<file path="src/rtl/flappy_pkg.sv">
// flappy_pkg: shared state encoding, geometry constants and slot init tables for the flappy-box game controller
// Contents: state_t, playfield constants, LFSR seed/taps, init_x/init_y/spawn_y helpers.
package flappy_pkg;

    typedef enum logic [1:0] {
        S_READY = 2'd0,
        S_PLAY  = 2'd1,
        S_OVER  = 2'd2
    } state_t;

    localparam logic [10:0] BIRD_X       = 11'd200;
    localparam logic [10:0] BIRD_Y0      = 11'd100;
    localparam logic [10:0] SPAWN_X      = 11'd679;
    localparam logic [10:0] WRAP_X       = 11'd2;
    localparam logic [10:0] Y_MIN        = 11'd10;
    localparam logic [10:0] Y_MAX        = 11'd470;
    localparam logic [10:0] SPAWN_Y_BASE = 11'd80;
    localparam logic [7:0]  LFSR_SEED    = 8'hA5;
    // Feedback bits 7,5,4,3 realise x^8+x^6+x^5+x^4+1 in a left-shifting register.
    localparam logic [7:0]  LFSR_TAPS    = 8'hB8;

    function automatic logic [10:0] init_x(input int i);
        return 11'(320 + 160 * i);
    endfunction

    function automatic logic [10:0] init_y(input int i);
        return (i % 3 == 0) ? 11'd150 : (i % 3 == 1) ? 11'd350 : 11'd75;
    endfunction

    // Each slot sees a different rotation of the shared LFSR so respawns decorrelate.
    function automatic logic [10:0] spawn_y(input logic [7:0] r, input int i);
        logic [7:0] s;
        s = (r << (i % 8)) | (r >> (8 - i % 8));
        return SPAWN_Y_BASE + {3'b000, s};
    endfunction

endpackage

</file>
<file path="src/rtl/flappy_lfsr8.sv">
// flappy_lfsr8: 8-bit Fibonacci LFSR for obstacle respawn heights, seeded on reset
// Ports: clk, rst (sync, active-high, loads seed), en (step enable), q (current state).
import flappy_pkg::*;

module flappy_lfsr8 (
    input  logic       clk,
    input  logic       rst,
    input  logic       en,
    output logic [7:0] q
);

    always_ff @(posedge clk) begin
        if (rst)
            q <= LFSR_SEED;
        else if (en)
            q <= {q[6:0], ^(q & LFSR_TAPS)};
    end

endmodule

</file>
<file path="src/rtl/flappy_game_ctrl.sv">
// flappy_game_ctrl: game FSM, position tick, bird motion, obstacle slot pool and score for flappy-box
// Ports: clk, rst (sync, active-high); up (flap level), hit (collision level);
//        tick (update pulse), bird_y, obs_x/obs_y (11 bits per slot, packed), score, game_state, blank_screen.
import flappy_pkg::*;

module flappy_game_ctrl #(
    parameter int TICK_DIV = 524288,
    parameter int NUM_OBS  = 3,
    parameter int FLAP_DY  = 20
) (
    input  logic                   clk,
    input  logic                   rst,
    input  logic                   up,
    input  logic                   hit,
    output logic                   tick,
    output logic [10:0]            bird_y,
    output logic [11*NUM_OBS-1:0]  obs_x,
    output logic [11*NUM_OBS-1:0]  obs_y,
    output logic [7:0]             score,
    output logic [1:0]             game_state,
    output logic                   blank_screen
);

    localparam int          CW = $clog2(TICK_DIV);
    localparam logic [10:0] FD = 11'(FLAP_DY);

    logic [CW-1:0] cnt;
    logic          up_q, flap_edge, flap_pending, pend_n;
    logic [7:0]    lfsr, score_n;
    logic [10:0]   bird_n;
    logic [10:0]   x_q [NUM_OBS];
    logic [10:0]   y_q [NUM_OBS];
    logic [10:0]   x_n [NUM_OBS];
    logic [10:0]   y_n [NUM_OBS];
    logic [3:0]    passed;
    logic [8:0]    sum;
    state_t        state, state_n;

    flappy_lfsr8 u_lfsr (
        .clk(clk),
        .rst(rst),
        .en (1'b1),
        .q  (lfsr)
    );

    assign flap_edge  = up & ~up_q;
    assign game_state = state;
    assign score_n    = sum[8] ? 8'hFF : sum[7:0];

    for (genvar g = 0; g < NUM_OBS; g++) begin : g_obs
        assign obs_x[11*g +: 11] = x_q[g];
        assign obs_y[11*g +: 11] = y_q[g];
    end

    // tick is registered, so it is raised one count early to coincide with count==TICK_DIV-1.
    always_ff @(posedge clk) begin
        if (rst) begin
            cnt  <= '0;
            tick <= 1'b0;
        end else begin
            cnt  <= (cnt == CW'(TICK_DIV - 1)) ? '0 : cnt + CW'(1);
            tick <= cnt == CW'(TICK_DIV - 2);
        end
    end

    always_comb begin
        state_n = state;
        pend_n  = flap_pending | flap_edge;
        bird_n  = bird_y;
        x_n     = x_q;
        y_n     = y_q;
        passed  = '0;
        sum     = {1'b0, score};
        case (state)
            S_READY: state_n = flap_edge ? S_PLAY : S_READY;
            S_PLAY: begin
                // A collision wins over a coincident tick: the frame freezes as it was.
                if (hit)
                    state_n = S_OVER;
                else if (tick) begin
                    bird_n = pend_n ? (bird_y > FD ? bird_y - FD : '0) : bird_y + 11'd1;
                    pend_n = 1'b0;
                    for (int i = 0; i < NUM_OBS; i++) begin
                        passed = passed + {3'b000, x_q[i] == BIRD_X};
                        x_n[i] = (x_q[i] <= WRAP_X) ? SPAWN_X : x_q[i] - 11'd1;
                        y_n[i] = (x_q[i] <= WRAP_X) ? spawn_y(lfsr, i) : y_q[i];
                    end
                    sum     = {1'b0, score} + {5'b00000, passed};
                    state_n = (bird_n <= Y_MIN || bird_n >= Y_MAX) ? S_OVER : S_PLAY;
                end
            end
            S_OVER: begin
                if (flap_edge) begin
                    state_n = S_READY;
                    pend_n  = 1'b0;
                    bird_n  = BIRD_Y0;
                    sum     = '0;
                    for (int i = 0; i < NUM_OBS; i++) begin
                        x_n[i] = init_x(i);
                        y_n[i] = init_y(i);
                    end
                end
            end
            default: state_n = S_READY;
        endcase
    end

    always_ff @(posedge clk) begin
        if (rst) begin
            state        <= S_READY;
            up_q         <= 1'b0;
            flap_pending <= 1'b0;
            bird_y       <= BIRD_Y0;
            score        <= '0;
            blank_screen <= 1'b0;
            for (int i = 0; i < NUM_OBS; i++) begin
                x_q[i] <= init_x(i);
                y_q[i] <= init_y(i);
            end
        end else begin
            state        <= state_n;
            up_q         <= up;
            flap_pending <= pend_n;
            bird_y       <= bird_n;
            score        <= score_n;
            blank_screen <= state_n == S_OVER;
            x_q          <= x_n;
            y_q          <= y_n;
        end
    end

endmodule
</file>
<file path="config.mk">
export PLATFORM = sky130hd
export DESIGN_NAME = flappy_game_ctrl
export DESIGN_NICKNAME = d
export VERILOG_FILES = /design/src/rtl/flappy_pkg.sv /design/src/rtl/flappy_lfsr8.sv /design/src/rtl/flappy_game_ctrl.sv
export SDC_FILE = /design/constraint.sdc
export NUM_CORES = 1
export LEC_CHECK = 0
export ABC_CLOCK_PERIOD_IN_PS = 4100
export CORE_ASPECT_RATIO = 1.4
export CORE_UTILIZATION = 45
export CTS_CLUSTER_DIAMETER = 60
export DETAILED_ROUTE_END_ITERATION = 8
export PLACE_DENSITY = 0.68
export REMOVE_ABC_BUFFERS = 1
export SLEW_MARGIN = 20
export SYNTH_ARGS = -nofsm -noshare
export SYNTH_HDL_FRONTEND = slang
export SYNTH_HIERARCHICAL = 1
export SYNTH_SLANG_ARGS = --single-unit
</file>
<file path="constraint.sdc">
create_clock -name clk -period 4.1 [get_ports clk]
set_clock_uncertainty 0.2 [all_clocks]
set_input_delay 1.025 -clock clk [delete_from_list [all_inputs] [get_ports clk]]
set_output_delay 1.025 -clock clk [all_outputs]
set_load 0.05 [all_outputs]
</file>
=== After elaboration in Yosys (flattened, before gate mapping) ===
Cells that the tools add are included.

* Output and inout port bits: 89
* Bits of input ports: 4
* Flip-flop bits (word level): 118

* Bitwise operators: 5
* Muxes and demuxes: 35
* $lt $le $gt $ge: 6
* $add $sub $neg: 12
* Reductions and logical operators: 11
* Equality and inequality tests: 17

{| class="wikitable"
|+ Operator list
! kind !! count
|-
| $mux 33 || 6
|-
| $pmux 33 s2 || 2
|-
| $mux 11 || 11
|-
| $eq 19x19->1 const B || 2
|-
| $eq 11x8->1 const B || 3
|-
| $le 11x2->1 const B || 3
|-
| $sub 11x1->11 const B || 3
|-
| $add 7x8->9 const A || 3
|-
| $pmux 11 s2 || 1
|-
| $add 19x1->19 const B || 1
|-
| $mux 9 || 2
|-
| $pmux 9 s2 || 1
|-
| $mux 8 || 2
|-
| $reduce_and 5->1 || 3
|-
| $ne 2x2->1 const B || 6
|-
| $add 11x1->11 const B || 1
|-
| $ge 11x9->1 const B || 1
|-
| $gt 11x5->1 const B || 1
|-
| $le 11x4->1 const B || 1
|-
| $sub 11x5->11 const B || 1
|-
| $add 8x3->9 || 1
|-
| $ne 3x3->1 const B || 3
|-
| $mux 2 || 4
|-
| $or 8x1->8 || 1
|-
| 18 further kinds || 23
|}

=== Depth between registers and ports, before layout ===
Gate-level depths: netlist of run 1.

* Word-level depth: 11
* Mapped depth: 13
* Gate-level depth less buffers: 13

=== Modules after synthesis ===
Netlist of run 1, hierarchy kept.

{| class="wikitable"
|+ By module, submodules not included
! module !! cells an instance !! area an instance (µm²) !! instances !! seq. area each (µm²)
|-
| flappy_game_ctrl || 709 || 5824.3 || 1 || 2082.0
|-
| flappy_lfsr8 || 29 || 302.8 || 1 || 160.2
|}

=== Least setup slack after synthesis of run 1 ===
OpenSTA, ideal clock, no wires.

* Kind: flip-flop to flip-flop
* Start point: reg x_q, in the netlist obs_x[0]
* End point: reg score[5]
* Period minus slack after synthesis: 3.494 ns
* Required time: 3.822 ns
* Library setup time: 0.078 ns
* Stages on the path, launching flop included: 14
* Path slack: 0.606 ns
* Arrival time: 3.215 ns
* Buffers on the path: 0
* Path through: dfxtp_1 -> inv_1 -> ha_1 -> nand4_1 -> nor4_1 -> fa_1 -> ha_1 -> inv_1 -> fa_1 -> nor2_1 -> and3_1 -> nand4_1 -> o211a_1 -> nor3_1

* Word-level cells in the longest chain between the ends: 9
* Elaborated cells on any way between the ends: 13
* Those cells by class: add/sub: 3; eq/ne: 4; mux: 4; reduce/logical: 2

{| class="wikitable"
|+ RTL lines
! element !! line !! RTL
|-
| from (decl) || flappy_game_ctrl.sv:31 || <nowiki>logic [10:0] x_q [NUM_OBS];</nowiki>
|-
| from (signal, indexed assignment) || flappy_game_ctrl.sv:117 || <nowiki>x_q[i] <= init_x(i);</nowiki>
|-
| from (signal assigned) || flappy_game_ctrl.sv:127 || <nowiki>x_q <= x_n;</nowiki>
|-
| $eq 11x8->1 (*) || flappy_game_ctrl.sv:84 || <nowiki>passed = passed + {3'b000, x_q[i] == BIRD_X};</nowiki>
|-
| $add 1x1->2 (*) || flappy_game_ctrl.sv:84 ||
|-
| $add 2x1->3 (*) || flappy_game_ctrl.sv:84 ||
|-
| $add 8x3->9 (*) || flappy_game_ctrl.sv:88 || <nowiki>sum = {1'b0, score} + {5'b00000, passed};</nowiki>
|-
| $mux 9 (*) || flappy_game_ctrl.sv:80 || <nowiki>else if (tick) begin</nowiki>
|-
| $mux 9 (*) || flappy_game_ctrl.sv:78 || <nowiki>if (hit)</nowiki>
|-
| $pmux 9 s2 (*) || flappy_game_ctrl.sv:74 || <nowiki>case (state)</nowiki>
|-
| $ne 3x3->1 (no source line) / $reduce_bool 3->1 (equally long branches) || -- ||
|-
| $reduce_and 4->1 (no source line) || -- ||
|-
| to (signal assigned) || flappy_game_ctrl.sv:125 || <nowiki>score <= score_n;</nowiki>
|-
| to (decl) || flappy_game_ctrl.sv:19 || <nowiki>output logic [7:0] score,</nowiki>
|}

Every way passes the cells marked *; elsewhere a longest branch is shown, timed or not. The select of a mux whose other input is x is not followed.
A chain may end at the register's enable or synchronous reset.

=== Final worst setup path of run 1 ===
* Start point: reg x_q, in the netlist obs_x[1]
* End point: reg score[5]

Same word-level chain as after synthesis.

==> flow_metrics.env, run 1 <==
export IMPL_status="completed"
export IMPL_pwr_share_comb=0.164
export IMPL_path_class="reg -> reg"
export IMPL_die_x_um=101
export IMPL_vias=5684
export IMPL_finalNonFillerCells=1000
export IMPL_place_hpwl_mm=11.5
export IMPL_path_cells="inv_1 > ha_1 > nand4_1 > nor4_1 > fa_1 > ha_1 > inv_1 > fa_1 > nor2_1 > and3_1 > nand4_1 > o211a_1 > nor3_1"
export IMPL_finalPower_mw=2.54
export IMPL_routabilityCongestion=0.858
export IMPL_synth_flop_cell="dfxtp_1"
export IMPL_die_height_um=140
export IMPL_cts_resized=0
export IMPL_postLayoutCellArea_um2=7430
export IMPL_slowest_delay_ns=0.54
export IMPL_ys_top_cells_by_area="dfxtp_1, nor2_1, ha_1, a21oi_1, nand2_1"
export IMPL_design_core_area_um2=13300
export IMPL_cp_num_buf_inv=2
export IMPL_layout_drive_gt1_share=0.0685
export IMPL_synth_seq_cells=112
export IMPL_p_sw_frac=0.301
export IMPL_hold_depth=2
export IMPL_viasPerCell=5.68
export IMPL_start_kind="register"
export IMPL_grt_pass1_vias=5543
export IMPL_synth_edf_count=0
export IMPL_overflow=0
export IMPL_slew_headroom=0.401
export IMPL_nets=847
export IMPL_min_period_over_period=0.865
export IMPL_hp_start="obs_y[24]$_SDFFE_PP0P_"
export IMPL_arrival_ns=3.61
export IMPL_sequentialPowerShare=0.464
export IMPL_holdBufCountCts=0
export IMPL_reg2reg_depth=13
export IMPL_syn_inst=738
export IMPL_avgSynthCellArea_um2=8.30
export IMPL_synth_top_cell_area_share=0.366
export IMPL_post_route_min_period_ns=3.55
export IMPL_slowest_stage="fa_1"
export IMPL_row_count=50
export IMPL_r2r_end="score[5]$_SDFFE_PP0P_"
export IMPL_cp_startpoint="obs_x[1]$_SDFFE_PP0P_"
export IMPL_grt_first_pass_wirelength_mm=26.7
export IMPL_drv_cap=0
export IMPL_diodes=0
export IMPL_critPathRequiredTime_ns=4.17
export IMPL_antenna_found_initial=0
export IMPL_p_sw_uw=764
export IMPL_post_cts_buffers=0
export IMPL_io_buffer_count=86
export IMPL_max_freq_mhz=282
export IMPL_min_to="obs_y[24]$_SDFFE_PP0P_"
export IMPL_synth_top_area_cell="dfxtp_1"
export IMPL_htreeDepth=3
export IMPL_routed_wl_mm=16.2
export IMPL_synth_seq_area_share=0.366
export IMPL_worstSkewPairLatency_ns=0.35
export IMPL_clockBufferDepth=2
export IMPL_dr_pass1_iters=5
export IMPL_peakVddDrop_uv=212
export IMPL_ant_nets=0
export IMPL_hold_class="reg -> reg"
export IMPL_rsz0062_at_grt="no"
export IMPL_cp_depth=13
export IMPL_cts_root_buf="clkbuf_16"
export IMPL_p_int_mw=1.77
export IMPL_final_hold_violation_count=0
export IMPL_cts_tree="built"
export IMPL_synth_area_um2=6130
export IMPL_cts_made_buffers=9
export IMPL_dpl_cell_area_um2=7120
export IMPL_cts_clk_slew_worst_paths_ns=0.08
export IMPL_synthArstFlopShare=0
export IMPL_grt_max_degree=57
export IMPL_setup_viol=0
export IMPL_tightest_slew_ns=0.886
export IMPL_fillers=1247
export IMPL_drc=0
export IMPL_initial_core_util=0.460
export IMPL_dp_slack_ns=0.401
export IMPL_clkSinkCount=112
export IMPL_fin_ws_ns=0.555
export IMPL_rrSetupSlack_ns=0.55
export IMPL_clkPwrFrac=0.372
export IMPL_routedWlPerCell_um=16.2
export IMPL_die_area_um2=14100
export IMPL_dp_cells=984
export IMPL_yosysWarnings=6
export IMPL_path_max_fanout=6
export IMPL_leakage_nw=2.67
export IMPL_ios=93
export IMPL_cp_end_kind="register"
export IMPL_drtIter0Drc=280
export IMPL_p_per_area_nw_per_um2=342
export IMPL_final_util=0.558
export IMPL_finalSetupTns_ns=0
export IMPL_holdWs_ns=0.255
export IMPL_slew_viol_final=0
export IMPL_synthToLayoutAreaGrowth_pct=21.3
export IMPL_r2r_start="obs_x[1]$_SDFFE_PP0P_"
export IMPL_crit_family="adder cells"
export IMPL_ys_types=77
export IMPL_grt_total_usage=0.236
[worst reg2reg max path: stages, from the launching register on]
cell	delay (ns)
dfxtp_1	0.44
inv_1	0.13
ha_1	0.23
nand4_1	0.10
nor4_1	0.07
fa_1	0.54
ha_1	0.17
inv_1	0.06
fa_1	0.40
nor2_1	0.21
and3_1	0.24
nand4_1	0.29
o211a_1	0.23
nor3_1	0.15
[state kept, by name (all words and copies together), names as in the netlist, 2 cells and up]
register / flops
obs_x: 33
bird_y: 11
obs_y: 27
cnt: 19
u_lfsr/q: 8
score: 8
game_state: 2
[logic make-up (layout without fill, tap and decap cells)]
kind of cell / count (synthesis) / in the layout / share of synthesized area
and+or+nand+nor: 298 / 298 / 0.244
AOI/OAI and AO/OA: 179 / 179 / 0.200
DFF: 112 / 112 / 0.366
buffers and inverters: 69 / 144 / 0.0543
xor gates and xnor gates: 40 / 40 / 0.0572
adders and majority gates: 30 / 30 / 0.0637
muxes: 8 / 8 / 0.0133
other: 2 / 7 / 0.00123
[final cells by class]
cell class / count / area [um^2] / share of cell area
inverters: 28 / 105 / 0.0141
clock buffers: 10 / 239 / 0.0322
multi-input cells: 562 / 3580 / 0.482
well taps: 182 / 228 / 0.0306
flip-flops and latches: 112 / 2240 / 0.302
clock inverters: 6 / 76.3 / 0.0103
repair buffers: 100 / 961 / 0.129
[metal layers]
layer / routed length [um] / vias to the layer above / GRT usage
met3: 692 / 39 / 0.0349
met1: 6710 / 2711 / 0.279
met4: 472 / 0 / 0.114
met5: 0 / - / 0
met2: 8270 / 171 / 0.412
li1: - / 2763 / -
[placed cells by master (no fill, tap or decap), types with 5 or more instances in the layout]
master           synthesis  layout
and3_1                   8       8
clkdlybuf4s50_1          0      85
a22oi_1                  7       7
conb_1                   2       7
mux2i_1                  7       7
a211o_1                  8       8
nand4_1                 12      12
a21oi_1                 66      66
nor4_1                  10      10
clkbuf_16                0       9
o21ai_0                 31      30
nor3_1                  32      31
nor2b_1                 13      13
inv_1                   27      27
nor2_1                  99      99
dfxtp_1                112     112
o21bai_1                 7       7
buf_4                    9      14
a31oi_1                  6       6
or2_2                    5       5
xor2_1                  20      20
ha_1                    28      28
a21o_1                   6       6
nand2b_1                14      14
xnor2_1                 20      20
nand3_1                 26      26
nand2_1                 49      49
[cells in the mapped netlist, drive strengths merged, types with 3 or more instances]
cell	count
inv	28
nor4	13
nor4b	4
or2	5
o311ai	5
o211ai	4
a22oi	7
nor3	33
a211o	9
nor2b	13
nand3	26
and4	4
mux2i	7
a32oi	3
nand3b	4
a2bb2oi	4
xnor2	20
a31oi	6
xor2	20
a21o	6
clkbuf	24
dfxtp	112
nor2	100
nand4	12
o21ai	32
and2	3
o21a	3
buf	17
o21bai	7
and3	8
nand2	50
a2111oi	4
nand4b	3
nand2b	14
or4	3
a21oi	66
ha	28
a211oi	3
[worst max path at each step]
| stage | slack, ns | endpoint |
|---|---|---|
| floorplan | -0.32 | obs_y[13]$_SDFFE_PP1P_ |
| global placement | 0.41 | blank_screen$_SDFF_PP0_ |
| detailed placement | 0.40 | blank_screen$_SDFF_PP0_ |
| CTS | 0.57 | score[5]$_SDFFE_PP0P_ |
| global route | 0.28 | score[5]$_SDFFE_PP0P_ |
| finish | 0.55 | score[5]$_SDFFE_PP0P_ |
[power by group through the flow]
| stage | clock (mW) | sequential [mW] | combinational (mW) |
|---|---|---|---|
| after global placement | 0 | 1.20 | 0.410 |
| after detailed placement | 0 | 1.20 | 0.414 |
| after CTS | 0.953 | 1.18 | 0.416 |
| after global routing | 1.00 | 1.19 | 0.447 |
| final | 0.945 | 1.18 | 0.416 |
| after floorplan | 0 | 1.29 | 0.184 |
Note: power is estimated with default switching activity, not from simulation.
==> run 2, diff against run 1 <==
--- a/config.mk
+++ b/config.mk
@@ -5,10 +5,12 @@
 export SDC_FILE = /design/constraint.sdc
 export NUM_CORES = 1
 export LEC_CHECK = 0
-export ABC_CLOCK_PERIOD_IN_PS = 4100
+export ABC_CLOCK_PERIOD_IN_PS = 3740
+export CAP_MARGIN = 40
 export CORE_ASPECT_RATIO = 1.4
 export CORE_UTILIZATION = 45
 export CTS_CLUSTER_DIAMETER = 60
+export CTS_CLUSTER_SIZE = 20
 export DETAILED_ROUTE_END_ITERATION = 8
 export PLACE_DENSITY = 0.68
 export REMOVE_ABC_BUFFERS = 1
==> constraint.sdc (replaced) <==
create_clock -name clk -period 3.74 [get_ports clk]
set_clock_uncertainty 0.2 [all_clocks]
set_input_delay 0.935 -clock clk [delete_from_list [all_inputs] [get_ports clk]]
set_output_delay 0.935 -clock clk [all_outputs]
set_load 0.05 [all_outputs]
==> flow_metrics.env, run 2 (synthesized netlist as in run 1, its figures left out) <==
export IMPL_drtIter0Drc=266
export IMPL_htreeDepth=3
export IMPL_die_x_um=101
export IMPL_grt_max_degree=45
export IMPL_final_hold_violation_count=0
export IMPL_grt_first_pass_wirelength_mm=26.5
export IMPL_peakVddDrop_uv=226
export IMPL_vias=5732
export IMPL_dp_cells=987
export IMPL_cts_clk_slew_worst_paths_ns=0.08
export IMPL_arrival_ns=3.47
export IMPL_final_cell_mix="dfxtp_1, nor2_1, clkdlybuf4s50_1"
export IMPL_ios=93
export IMPL_viasPerCell=5.70
export IMPL_leakage_nw=2.71
export IMPL_hold_class="reg -> reg"
export IMPL_status="completed"
export IMPL_design_core_area_um2=13300
export IMPL_place_hpwl_mm=11.9
export IMPL_path_max_fanout=6
export IMPL_max_freq_mhz=294
export IMPL_rsz0062_at_grt="no"
export IMPL_io_buffer_count=86
export IMPL_min_period_over_period=0.909
export IMPL_clockBufferDepth=2
export IMPL_ant_nets=0
export IMPL_p_per_area_nw_per_um2=383
export IMPL_die_height_um=140
export IMPL_dpl_cell_area_um2=7150
export IMPL_drv_cap=0
export IMPL_grt_total_usage=0.235
export IMPL_cp_end_kind="register"
export IMPL_diodes=0
export IMPL_nets=852
export IMPL_synthToLayoutAreaGrowth_pct=22.7
export IMPL_initial_core_util=0.460
export IMPL_setup_viol=0
export IMPL_worstSkewPairLatency_ns=0.35
export IMPL_overflow=0
export IMPL_slew_viol_final=0
export IMPL_cts_made_buffers=9
export IMPL_largest_reg_flops=33
export IMPL_layout_drive_gt1_share=0.0741
export IMPL_die_area_um2=14100
export IMPL_routedWlPerCell_um=16.3
export IMPL_finalSetupTns_ns=0
export IMPL_routabilityCongestion=0.880
export IMPL_critPathRequiredTime_ns=3.81
export IMPL_final_util=0.564
export IMPL_tightest_slew_ns=0.882
export IMPL_slew_headroom=0.404
export IMPL_routed_wl_mm=16.4
export IMPL_post_route_min_period_ns=3.40
export IMPL_drc=0
export IMPL_holdBufCountCts=0
export IMPL_cts_tree="built"
export IMPL_layout_commonest_cell="dfxtp_1"
export IMPL_cts_root_buf="clkbuf_16"
export IMPL_postLayoutCellArea_um2=7520
export IMPL_row_count=50
export IMPL_path_class="reg -> reg"
export IMPL_finalNonFillerCells=1005
export IMPL_antenna_found_initial=0
export IMPL_clkSinkCount=112
export IMPL_dr_pass1_iters=5
export IMPL_fillers=1207
export IMPL_start_kind="register"
export IMPL_grt_pass1_vias=5544
[run 2: worst paths after layout]
kind | start | to | slack (ns) | depth (start not counted)
max | obs_x[0]$_SDFFE_PP0P_ | score[5]$_SDFFE_PP0P_ | 0.34 | 13
min | obs_y[24]$_SDFFE_PP0P_ | obs_y[24]$_SDFFE_PP0P_ | 0.26 | 2
max reg2reg | obs_x[0]$_SDFFE_PP0P_ | score[5]$_SDFFE_PP0P_ | 0.34 | 13
min reg2reg | obs_y[24]$_SDFFE_PP0P_ | obs_y[24]$_SDFFE_PP0P_ | 0.26 | 2
[run 2: cell type report]
cell class	instances	area (um^2)	area share
Sequential cell	112	2240	0.298
Clock buffer	10	229	0.0305
Clock inverter	6	116	0.0155
Timing Repair Buffer	105	1010	0.134
Inverter	28	105	0.0140
Tap cell	182	228	0.0303
Multi-Input combinational cell	562	3590	0.477
[run 2: worst max-delay path, cell delays in order (launching register included)]
cell and delay, ns:
dfxtp_1 0.43, inv_1 0.13, ha_1 0.24, nand4_1 0.11, nor4_2 0.07, fa_1 0.53, ha_1 0.17, inv_1 0.05
fa_1 0.40, nor2_1 0.19, and3_1 0.24, nand4_1 0.21, o211a_1 0.19, nor3_1 0.14
[run 2: per-stage QoR]
stage,hold WS [ns],worst slack (ns),power (mW)
finish,0.263,0.342,2.88
global route,0.287,0.134,2.97
CTS,0.268,0.186,2.90
detailed placement,0.248,0.151,1.78
global placement,0.247,0.198,1.77
floorplan,0.237,-0.685,1.62
[run 2: repair_timing]
| item | CTS | global route |
|---|---|---|
| gates resized for setup | 0 | 1 |
| setup buffers | 0 | 2 |
| setup endpoints to repair | 0 | 2 |
[run 2: power by group]
group / switching (mW) / leakage [nW] / internal [mW]
Clock: 0.468 / 0.161 / 0.661
Combinational: 0.302 / 1.63 / 0.161
Sequential: 0.0539 / 0.910 / 1.24
Total: 0.823 / 2.71 / 2.06
[run 2: metal layers]
metal	track usage	wire, um	up-vias
li1	-	-	2773
met1	0.268	6570	2709
met2	0.413	8360	212
met3	0.0429	897	38
met4	0.118	547	0
met5	0	0	-
==> run 3, diff against run 2 <==
--- a/config.mk
+++ b/config.mk
@@ -5,14 +5,14 @@
 export SDC_FILE = /design/constraint.sdc
 export NUM_CORES = 1
 export LEC_CHECK = 0
-export ABC_CLOCK_PERIOD_IN_PS = 3740
+export ABC_CLOCK_PERIOD_IN_PS = 3700
 export CAP_MARGIN = 40
 export CORE_ASPECT_RATIO = 1.4
 export CORE_UTILIZATION = 45
 export CTS_CLUSTER_DIAMETER = 60
 export CTS_CLUSTER_SIZE = 20
 export DETAILED_ROUTE_END_ITERATION = 8
-export PLACE_DENSITY = 0.68
+export PLACE_DENSITY = 0.71
 export REMOVE_ABC_BUFFERS = 1
 export SLEW_MARGIN = 20
 export SYNTH_ARGS = -nofsm -noshare
==> constraint.sdc (replaced) <==
create_clock -name clk -period 3.7 [get_ports clk]
set_clock_uncertainty 0.2 [all_clocks]
set_input_delay 0.925 -clock clk [delete_from_list [all_inputs] [get_ports clk]]
set_output_delay 0.925 -clock clk [all_outputs]
set_load 0.05 [all_outputs]
==> flow_metrics.env, run 3 (synthesized netlist as in run 1, its figures left out) <==
export IMPL_max_freq_mhz=290
export IMPL_io_buffer_count=86
export IMPL_status="completed"
export IMPL_r2r_end="score[3]$_SDFFE_PP0P_"
export IMPL_finalPower_mw=2.79
export IMPL_grt_pass1_vias=5708
export IMPL_drc=0
export IMPL_arrival_ns=3.54
export IMPL_reg2reg_depth=14
export IMPL_slowest_stage="fa_1"
export IMPL_clkSinkCount=112
export IMPL_die_x_um=101
export IMPL_layout_drive_gt1_share=0.0840
export IMPL_finalSetupTns_ns=0
export IMPL_min_to="obs_y[24]$_SDFFE_PP0P_"
export IMPL_peakVddDrop_uv=357
export IMPL_largest_reg_flops=33
export IMPL_viasPerCell=5.72
export IMPL_holdWs_ns=0.264
export IMPL_ant_nets=0
export IMPL_path_cells="inv_1 > ha_1 > nand4_1 > nor4_1 > buf_4 > fa_1 > ha_1 > inv_1 > fa_1 > nor2_1 > and3_1 > nand4_1 > buf_4 > a21oi_1"
export IMPL_layout_commonest_cell="dfxtp_1"
export IMPL_hold_class="reg -> reg"
export IMPL_dr_pass1_iters=7
export IMPL_worstSkewPairLatency_ns=0.36
export IMPL_slew_headroom=0.445
export IMPL_initial_core_util=0.460
export IMPL_nets=862
export IMPL_final_cell_mix="dfxtp_1, nor2_1, clkdlybuf4s50_1"
export IMPL_diodes=0
export IMPL_dp_slack_ns=0.0328
export IMPL_final_util=0.566
export IMPL_drv_cap=0
export IMPL_setup_viol=0
export IMPL_fin_ws_ns=0.251
export IMPL_clockBufferDepth=2
export IMPL_grt_total_usage=0.242
export IMPL_post_cts_buffers=0
export IMPL_design_core_area_um2=13300
export IMPL_place_hpwl_mm=12.0
export IMPL_cp_end_kind="register"
export IMPL_postLayoutCellArea_um2=7550
export IMPL_p_per_area_nw_per_um2=370
export IMPL_holdBufCountCts=0
export IMPL_slowest_delay_ns=0.51
export IMPL_grt_first_pass_wirelength_mm=27.4
export IMPL_r2r_start="obs_x[0]$_SDFFE_PP0P_"
export IMPL_cts_clk_slew_worst_paths_ns=0.08
export IMPL_dpl_cell_area_um2=7240
export IMPL_routedWlPerCell_um=16.3
export IMPL_finalNonFillerCells=1015
export IMPL_synthToLayoutAreaGrowth_pct=23.2
export IMPL_vias=5806
export IMPL_min_period_over_period=0.932
export IMPL_critPathRequiredTime_ns=3.79
export IMPL_slew_viol_final=0
export IMPL_row_count=50
export IMPL_routabilityCongestion=0.903
export IMPL_ios=93
export IMPL_rrSetupSlack_ns=0.25
export IMPL_die_height_um=140
export IMPL_overflow=0
export IMPL_cts_root_buf="clkbuf_16"
export IMPL_tightest_slew_ns=0.821
export IMPL_die_area_um2=14100
export IMPL_antenna_found_initial=0
export IMPL_routed_wl_mm=16.5
export IMPL_post_route_min_period_ns=3.45
export IMPL_grt_max_degree=49
export IMPL_leakage_nw=2.75
export IMPL_hold_depth=2
export IMPL_cp_startpoint="obs_x[0]$_SDFFE_PP0P_"
export IMPL_cts_tree="built"
export IMPL_path_class="reg -> reg"
export IMPL_cts_made_buffers=9
export IMPL_hp_start="obs_y[24]$_SDFFE_PP0P_"
export IMPL_htreeDepth=3
export IMPL_rsz0062_at_grt="no"
export IMPL_drtIter0Drc=330
export IMPL_start_kind="register"
export IMPL_path_max_fanout=6
export IMPL_cts_resized=0
export IMPL_final_hold_violation_count=0
export IMPL_dp_cells=999
[run 3: cell type report]
type                       instances  area [um^2]
fill                            1217         5780
clock inverter                     4         51.3
inverter                          28          105
clock buffer                      12          256
tap                              182          228
sequential                       112         2240
multi-input combinational        562         3580
timing repair buffer             115         1090
[run 3: routing by layer]
metal	vias up	GRT usage	routed length, um
met3	38	0.0389	679
li1	2789	-	-
met5	-	0	0
met2	154	0.445	8530
met4	0	0.108	565
met1	2825	0.270	6760
[run 3: worst max path at each step]
| stage | slack, ns | endpoint |
|---|---|---|
| floorplan | -0.72 | obs_y[13]$_SDFFE_PP1P_ |
| global placement | 0.15 | blank_screen$_SDFF_PP0_ |
| detailed placement | 0.03 | blank_screen$_SDFF_PP0_ |
| CTS | 0.27 | score[3]$_SDFFE_PP0P_ |
| global route | 0.05 | score[7]$_SDFFE_PP0P_ |
| finish | 0.25 | score[3]$_SDFFE_PP0P_ |
[run 3: worst max-delay path, delay by kind of cell (launching register included)]
kind,cells,cell delay [ns]
DFF,1,0.43
adders and majority gates,4,1.31
buffers and inverters,4,0.56
AOI/OAI and AO/OA,1,0.13
and+or+nand+nor,5,0.75
[run 3: report_power, final]
group          switching [mW]  internal, mW  total (mW)
clock network           0.451         0.564        1.02
logic                   0.305         0.168       0.474
registers              0.0552          1.25        1.31
total                   0.812          1.98        2.79
